`src/rtl/dif_pkg.sv`:
```
// Shared constants and arithmetic helpers for the N-order backward-difference chain.
package dif_pkg;

    localparam int MAX_ORDER  = 4;
    localparam int DEF_DATA_W = 13;
    localparam int PCNT_W     = 3;

    typedef struct packed {
        logic signed [31:0] val;
        logic               ovf;
    } sat_res_t;

    // Operands arrive sign-extended to 32 bits; the difference is clamped to a w-bit signed range.
    function automatic sat_res_t sat_sub(input logic signed [31:0] a,
                                         input logic signed [31:0] b,
                                         input int                 w);
        logic signed [32:0] diff;
        logic signed [32:0] hi;
        logic signed [32:0] lo;
        sat_res_t           r;
        diff  = {a[31], a} - {b[31], b};
        hi    = (33'sd1 <<< (w - 1)) - 33'sd1;
        lo    = -(33'sd1 <<< (w - 1));
        r.val = diff[31:0];
        r.ovf = 1'b0;
        if (diff > hi) begin
            r.val = hi[31:0];
            r.ovf = 1'b1;
        end else if (diff < lo) begin
            r.val = lo[31:0];
            r.ovf = 1'b1;
        end
        return r;
    endfunction

    function automatic int slice_lo(input int k, input int w);
        return (k - 1) * w;
    endfunction

endpackage

```
`src/rtl/dif_stage.sv`:
```
// One difference order: keeps the previous lower-order value and emits the clamped difference.
module dif_stage
    import dif_pkg::*;
#(
    parameter int DATA_W = DEF_DATA_W,
    parameter int K      = 1
) (
    input  logic                     clk,
    input  logic                     rst,
    input  logic                     clear,
    input  logic                     take,
    input  logic [PCNT_W-1:0]        pcnt,
    input  logic signed [DATA_W-1:0] din,
    output logic signed [DATA_W-1:0] dout,
    output logic signed [DATA_W-1:0] dgate,
    output logic                     sat
);

    logic signed [DATA_W-1:0] hist_q;
    logic signed [DATA_W-1:0] hist_d;
    sat_res_t                 res;
    logic                     valid;
    logic                     unused_hi;

    always_comb begin
        res   = sat_sub({{(32-DATA_W){din[DATA_W-1]}}, din},
                        {{(32-DATA_W){hist_q[DATA_W-1]}}, hist_q}, DATA_W);
        dout  = res.val[DATA_W-1:0];
        valid = (int'(pcnt) >= K);
        // History keeps the unforced value so warm-up gating never corrupts later orders.
        dgate = valid ? dout : '0;
        sat   = valid & res.ovf;
        if (clear) begin
            hist_d = '0;
        end else if (take) begin
            hist_d = din;
        end else begin
            hist_d = hist_q;
        end
    end

    assign unused_hi = ^res.val[31:DATA_W];

    always_ff @(posedge clk or posedge rst) begin
        if (rst) begin
            hist_q <= '0;
        end else begin
            hist_q <= hist_d;
        end
    end

endmodule

```
`src/rtl/dif_chain_n.sv`:
```
// Decimating N-order differentiator feeding the neck judge with one packed bus of all orders.
module dif_chain_n
    import dif_pkg::*;
#(
    parameter int DATA_W = DEF_DATA_W,
    parameter int ORDER  = 3,
    parameter int DECIM  = 1,
    parameter int CNT_W  = 16
) (
    input  logic                      clk,
    input  logic                      rst,
    input  logic                      clear,
    input  logic                      in_valid,
    input  logic signed [DATA_W-1:0]  in_data,
    output logic                      out_valid,
    output logic [ORDER*DATA_W-1:0]   dif_data,
    output logic [ORDER-1:0]          sat_flag,
    output logic                      primed
);

    logic signed [DATA_W-1:0] chain [0:ORDER];
    logic [ORDER*DATA_W-1:0]  dgate_w;
    logic [ORDER-1:0]         sat_w;
    logic                     take;
    logic                     unused_tail;

    logic [CNT_W-1:0]         dcnt_q, dcnt_d;
    logic [PCNT_W-1:0]        pcnt_q, pcnt_d;
    logic                     out_valid_q, out_valid_d;
    logic [ORDER*DATA_W-1:0]  dif_q, dif_d;
    logic [ORDER-1:0]         sat_q, sat_d;
    logic                     primed_q, primed_d;

    assign chain[0]    = in_data;
    assign unused_tail = ^chain[ORDER];
    assign take        = in_valid & ~clear & (dcnt_q == CNT_W'(DECIM - 1));

    for (genvar k = 1; k <= ORDER; k++) begin : g_stage
        localparam int LO = slice_lo(k, DATA_W);
        dif_stage #(
            .DATA_W (DATA_W),
            .K      (k)
        ) u_stage (
            .clk   (clk),
            .rst   (rst),
            .clear (clear),
            .take  (take),
            .pcnt  (pcnt_q),
            .din   (chain[k-1]),
            .dout  (chain[k]),
            .dgate (dgate_w[LO +: DATA_W]),
            .sat   (sat_w[k-1])
        );
    end

    always_comb begin
        dcnt_d      = dcnt_q;
        pcnt_d      = pcnt_q;
        out_valid_d = 1'b0;
        dif_d       = dif_q;
        sat_d       = sat_q;
        primed_d    = primed_q;
        if (clear) begin
            dcnt_d   = '0;
            pcnt_d   = '0;
            dif_d    = '0;
            sat_d    = '0;
            primed_d = 1'b0;
        end else begin
            if (in_valid) begin
                dcnt_d = take ? '0 : dcnt_q + 1'b1;
            end
            if (take) begin
                out_valid_d = 1'b1;
                dif_d       = dgate_w;
                sat_d       = sat_w;
                // pcnt already at ORDER means this output carries the (ORDER+1)-th taken sample.
                if (pcnt_q == PCNT_W'(ORDER)) begin
                    primed_d = 1'b1;
                end else begin
                    pcnt_d = pcnt_q + 1'b1;
                end
            end
        end
    end

    always_ff @(posedge clk or posedge rst) begin
        if (rst) begin
            dcnt_q      <= '0;
            pcnt_q      <= '0;
            out_valid_q <= 1'b0;
            dif_q       <= '0;
            sat_q       <= '0;
            primed_q    <= 1'b0;
        end else begin
            dcnt_q      <= dcnt_d;
            pcnt_q      <= pcnt_d;
            out_valid_q <= out_valid_d;
            dif_q       <= dif_d;
            sat_q       <= sat_d;
            primed_q    <= primed_d;
        end
    end

    assign out_valid = out_valid_q;
    assign dif_data  = dif_q;
    assign sat_flag  = sat_q;
    assign primed    = primed_q;

endmodule

```
`config.mk`:
```
export PLATFORM = sky130hd
export DESIGN_NAME = dif_chain_n
export DESIGN_NICKNAME = d
export VERILOG_FILES = /design/src/rtl/dif_pkg.sv /design/src/rtl/dif_stage.sv /design/src/rtl/dif_chain_n.sv
export SDC_FILE = /design/constraint.sdc
export NUM_CORES = 1
export LEC_CHECK = 0
export BUFFER_PORTS_ARGS = -buffer_cell sky130_fd_sc_hd__buf_2
export CAP_MARGIN = 20
export CORE_MARGIN = 2
export CORE_UTILIZATION = 55
export CTS_BUF_LIST = sky130_fd_sc_hd__clkbuf_8
export CTS_CLUSTER_SIZE = 8
export DETAILED_ROUTE_END_ITERATION = 8
export PLACE_DENSITY = 0.75
export SETUP_SLACK_MARGIN = 0.05
export SLEW_MARGIN = 25
export SYNTH_ARGS = -nofsm -noshare
export SYNTH_HDL_FRONTEND = slang
export SYNTH_SLANG_ARGS = --single-unit
```
`constraint.sdc`:
```
create_clock -name clk -period 11.04 [get_ports clk]
set_clock_uncertainty 0.1 [all_clocks]
set_input_delay 0 -clock clk [delete_from_list [all_inputs] [get_ports clk]]
set_output_delay 0 -clock clk [all_outputs]
set_load 0.01 [all_outputs]
```
==> metrics.yaml <==
run_status:
  status: "complete, no violations"
global_routing:
  antenna_found_initial: 0
  globalRouteOverflowTotal: 0
  grt_pass1_vias: 5368
  grt_max_degree: 71
  grtUsageTotal_pct: 24.68
  grt_pass1_wl_um: 25190
synth:
  synth_area_sq_um: 6415
  synth_area_leaders: "dfrtp_1 (40%), ha_1 (8.8%), nand2_1 (4.3%), o21ai_0 (4.2%), inv_1 (3.9%)"
  avgSynthCellArea_sq_um: 8.922
  async_reset_ff_share_pct: 100.0
  yosysWarnings: 0
  yosysUniqueCellTypes: 64
  ys_seq_area_share_pct: 39.79
  synth_top_cell_area_share_pct: 39.79
  yosys.area.top_type: "dfrtp_1"
  synth_seq_cells: 102
  ys_top_cells_by_count: "dfrtp_1 (102), nand2_1 (73), inv_1 (66), o21ai_0 (54), nor2_1 (53)"
  mappedNetlistNets: 784
  synth_edf_count: 0
  synth-main-ff-cell: "dfrtp_1"
  synth.most_common_cell: "dfrtp_1"
  synthCells: 719
detailed_routing:
  ant_nets: 0
  totalWireLength_um: 15000
  dr_total_vias: 5399
  viasPerCell: 5.793
  wl_per_cell_um: 16.09
  dr.pass1.iters: 4
  drtIter0Drc: 327
  drc_errors: 0
setup_path:
  critPathLaunchType: "register"
  reg2reg_slack_ns: 2.64
  crit_type: "reg2reg"
  endpoint_kind: "register"
  crit_path_max_fanout: 14
  worst-endpoint-required_ns: 11.25
  crit_arrival_ns: 8.61
sta:
  setup_viol: 0
  fin_crit_ns: 8.402
  max_freq_mhz: 119.0
  period_share_pct: 76.10
  hold_viol: 0
  slew_violations: 0
  slew_headroom_pct: 35.65
  rsz0062_at_grt: "false"
  worst_slack_ns: 2.638
  fin_setup_tns_ns: 0
  worstMarginPinSlew_ns: 0.9384
final_layout:
  finalNonFillerCells: 932
  postLayoutCellArea_sq_um: 7199
  finish.utilization_pct: 63.05
  final_nets: 849
  drive_gt1_share_pct: 12.29
  areaGrowthSynthToFinish_pct: 12.23
  diodes: 0
placement:
  place_area_sq_um: 6823
  post-place-ws_ns: 2.832
  hpwl_um: 10860
  io_buffers: 60
  dp.cells: 900
  gp_congestion: 0.8717
clock_tree:
  root_buffer: "clkbuf_8"
  clock-sinks: 102
  ctsResizeCount: 0
  cts_tree: "built"
  clock_latency_ns: 0.39
  cts_buffers: 9
  cts_max_level: 3
  clockBufferDepth: 2
  clk_pin_slew_worst_paths_ns: 0.10
power:
  p_int_w: 0.001026
  ir_drop_mv: 0.2915
  pwr-share-seq_pct: 22.5
  switchingPower_w: 0.0009172
  swShare_pct: 47.21
  powerDensity_nw_per_um2: 269.8
  clockPowerShare_pct: 12.8
  leakagePower_nw: 3.379
  combPwrFrac_pct: 64.7
floorplan:
  dieWidth_um: 112.0
  initial_utilization_pct: 56.18
  io_pins: 61
  die_h_um: 112.0
  rows: 39
  core_sq_um: 11420
  die_area_sq_um: 12540
min_path:
  hp-class: "in2async"
run:
  maxCapViolCount: 0
==> per-layer routing <==
layer / track usage [%] / wire [um] / up-vias
li1: - / - / 2652
met1: 33.66 / 7059 / 2631
met2: 39.92 / 7108 / 97
met3: 4.246 / 573 / 19
met4: 9.024 / 255 / 0
met5: 0 / 0 / -
==> through the flow <==
stage	hold WS, ns	power, W
global placement	-0.07868	0.001646
finish	0.04356	0.001943
detailed placement	-0.06779	0.001666
global route	0.07982	0.002100
floorplan	0.01526	0.001397
CTS	0.04674	0.001924
==> final timing paths <==
kind                            cells after the start                    startpoint           end
min in group clk                                    2                         clear        primed
max in group asynchronous                           4                           rst   dif_data[9]
worst min register to register                      2                  dif_data[17]  dif_data[17]
worst min-delay path                                3                           rst  dif_data[28]
worst max-delay path                               27  g_stage[1].u_stage.hist_q[0]  dif_data[33]
worst max register to register                     27  g_stage[1].u_stage.hist_q[0]  dif_data[33]
==> flip-flops by register name (all words and copies together), names as in the netlist <==
signal	cells
dif_data	39
g_stage.u_stage.hist_q	39
dcnt_q	16
pcnt_q	3
sat_flag	3
out_valid	1
primed	1
==> layout make-up <==
class                   instances  area, sq um
clock inverters                 5        50.05
repair buffers                 79        493.0
well taps                     143        178.9
inverters                      66        250.2
multi-input cells             526         3523
fillers                       980         4219
clock buffers                  11        151.4
flip-flops and latches        102         2552
==> worst max-delay path, cell delays in order (launching register included) <==
cell	delay, ns
dfrtp_1	0.35
ha_1	0.16
inv_1	0.05
fa_1	0.41
a211oi_1	0.34
o21bai_1	0.15
nor4b_1	0.18
o21a_1	0.23
nor4_4	0.49
nand2b_1	0.23
nand2b_1	0.07
ha_1	0.20
fa_1	0.43
nor2b_1	0.19
o2111a_1	0.25
o311ai_1	0.13
and3_1	0.23
mux2i_1	0.72
o21ai_0	0.30
ha_1	0.30
fa_1	0.42
nor2b_1	0.19
o31a_1	0.20
o211ai_1	0.15
o21ai_0	0.22
xor2_1	0.76
o211ai_1	0.51
o21ai_0	0.33
==> what timing repair did <==
action                                  in CTS  in global routing
hold buffers                                15                  0
hold endpoints to repair                    49                  0
endpoints found under the setup margin       0                  0
buffers inserted                             0                  0
==> cells by family after synthesis <==
logic type / synth area share, %
AO/OA/AOI/OAI: 21.14
XOR/XNOR: 4.915
adder cells (fa/ha/maj): 9.713
buffers and inverters: 5.578
flip-flops: 39.79
multiplexers: 0.5071
AND/OR/NAND/NOR: 18.35
==> power groups by stage <==
stage          registers (W)  clock network [W]  logic, W
2_1_floorplan       0.000446                  0  0.000951
3_3_place_gp        0.000443                  0   0.00120
3_5_place_dp        0.000445                  0   0.00122
4_1_cts             0.000438           0.000252   0.00123
5_1_grt             0.000442           0.000269   0.00139
6_report            0.000437           0.000249   0.00126
==> cells in the final DEF, fill, tap and decap left out, types with 4 or more instances in the layout <==
cell	instances
a21boi_0	4
a21o_1	9
a21oi_1	43
a22o_1	15
a311oi_1	4
a31oi_1	4
and2_1	4
and3_1	9
buf_2	60
clkbuf_8	11
dfrtp_1	102
dlygate4sd3_1	15
ha_1	45
inv_1	67
nand2_1	73
nand2b_1	12
nand3_1	9
nand3b_1	8
nand4_1	4
nor2_1	52
nor2b_1	12
o2111ai_1	4
o211ai_1	4
o21a_1	10
o21ai_0	54
o21ai_1	15
o22ai_1	6
o31a_1	5
o31ai_1	15
or3_1	17
xnor2_1	17
xor2_1	19
Note: power is estimated with default switching activity, not from simulation.
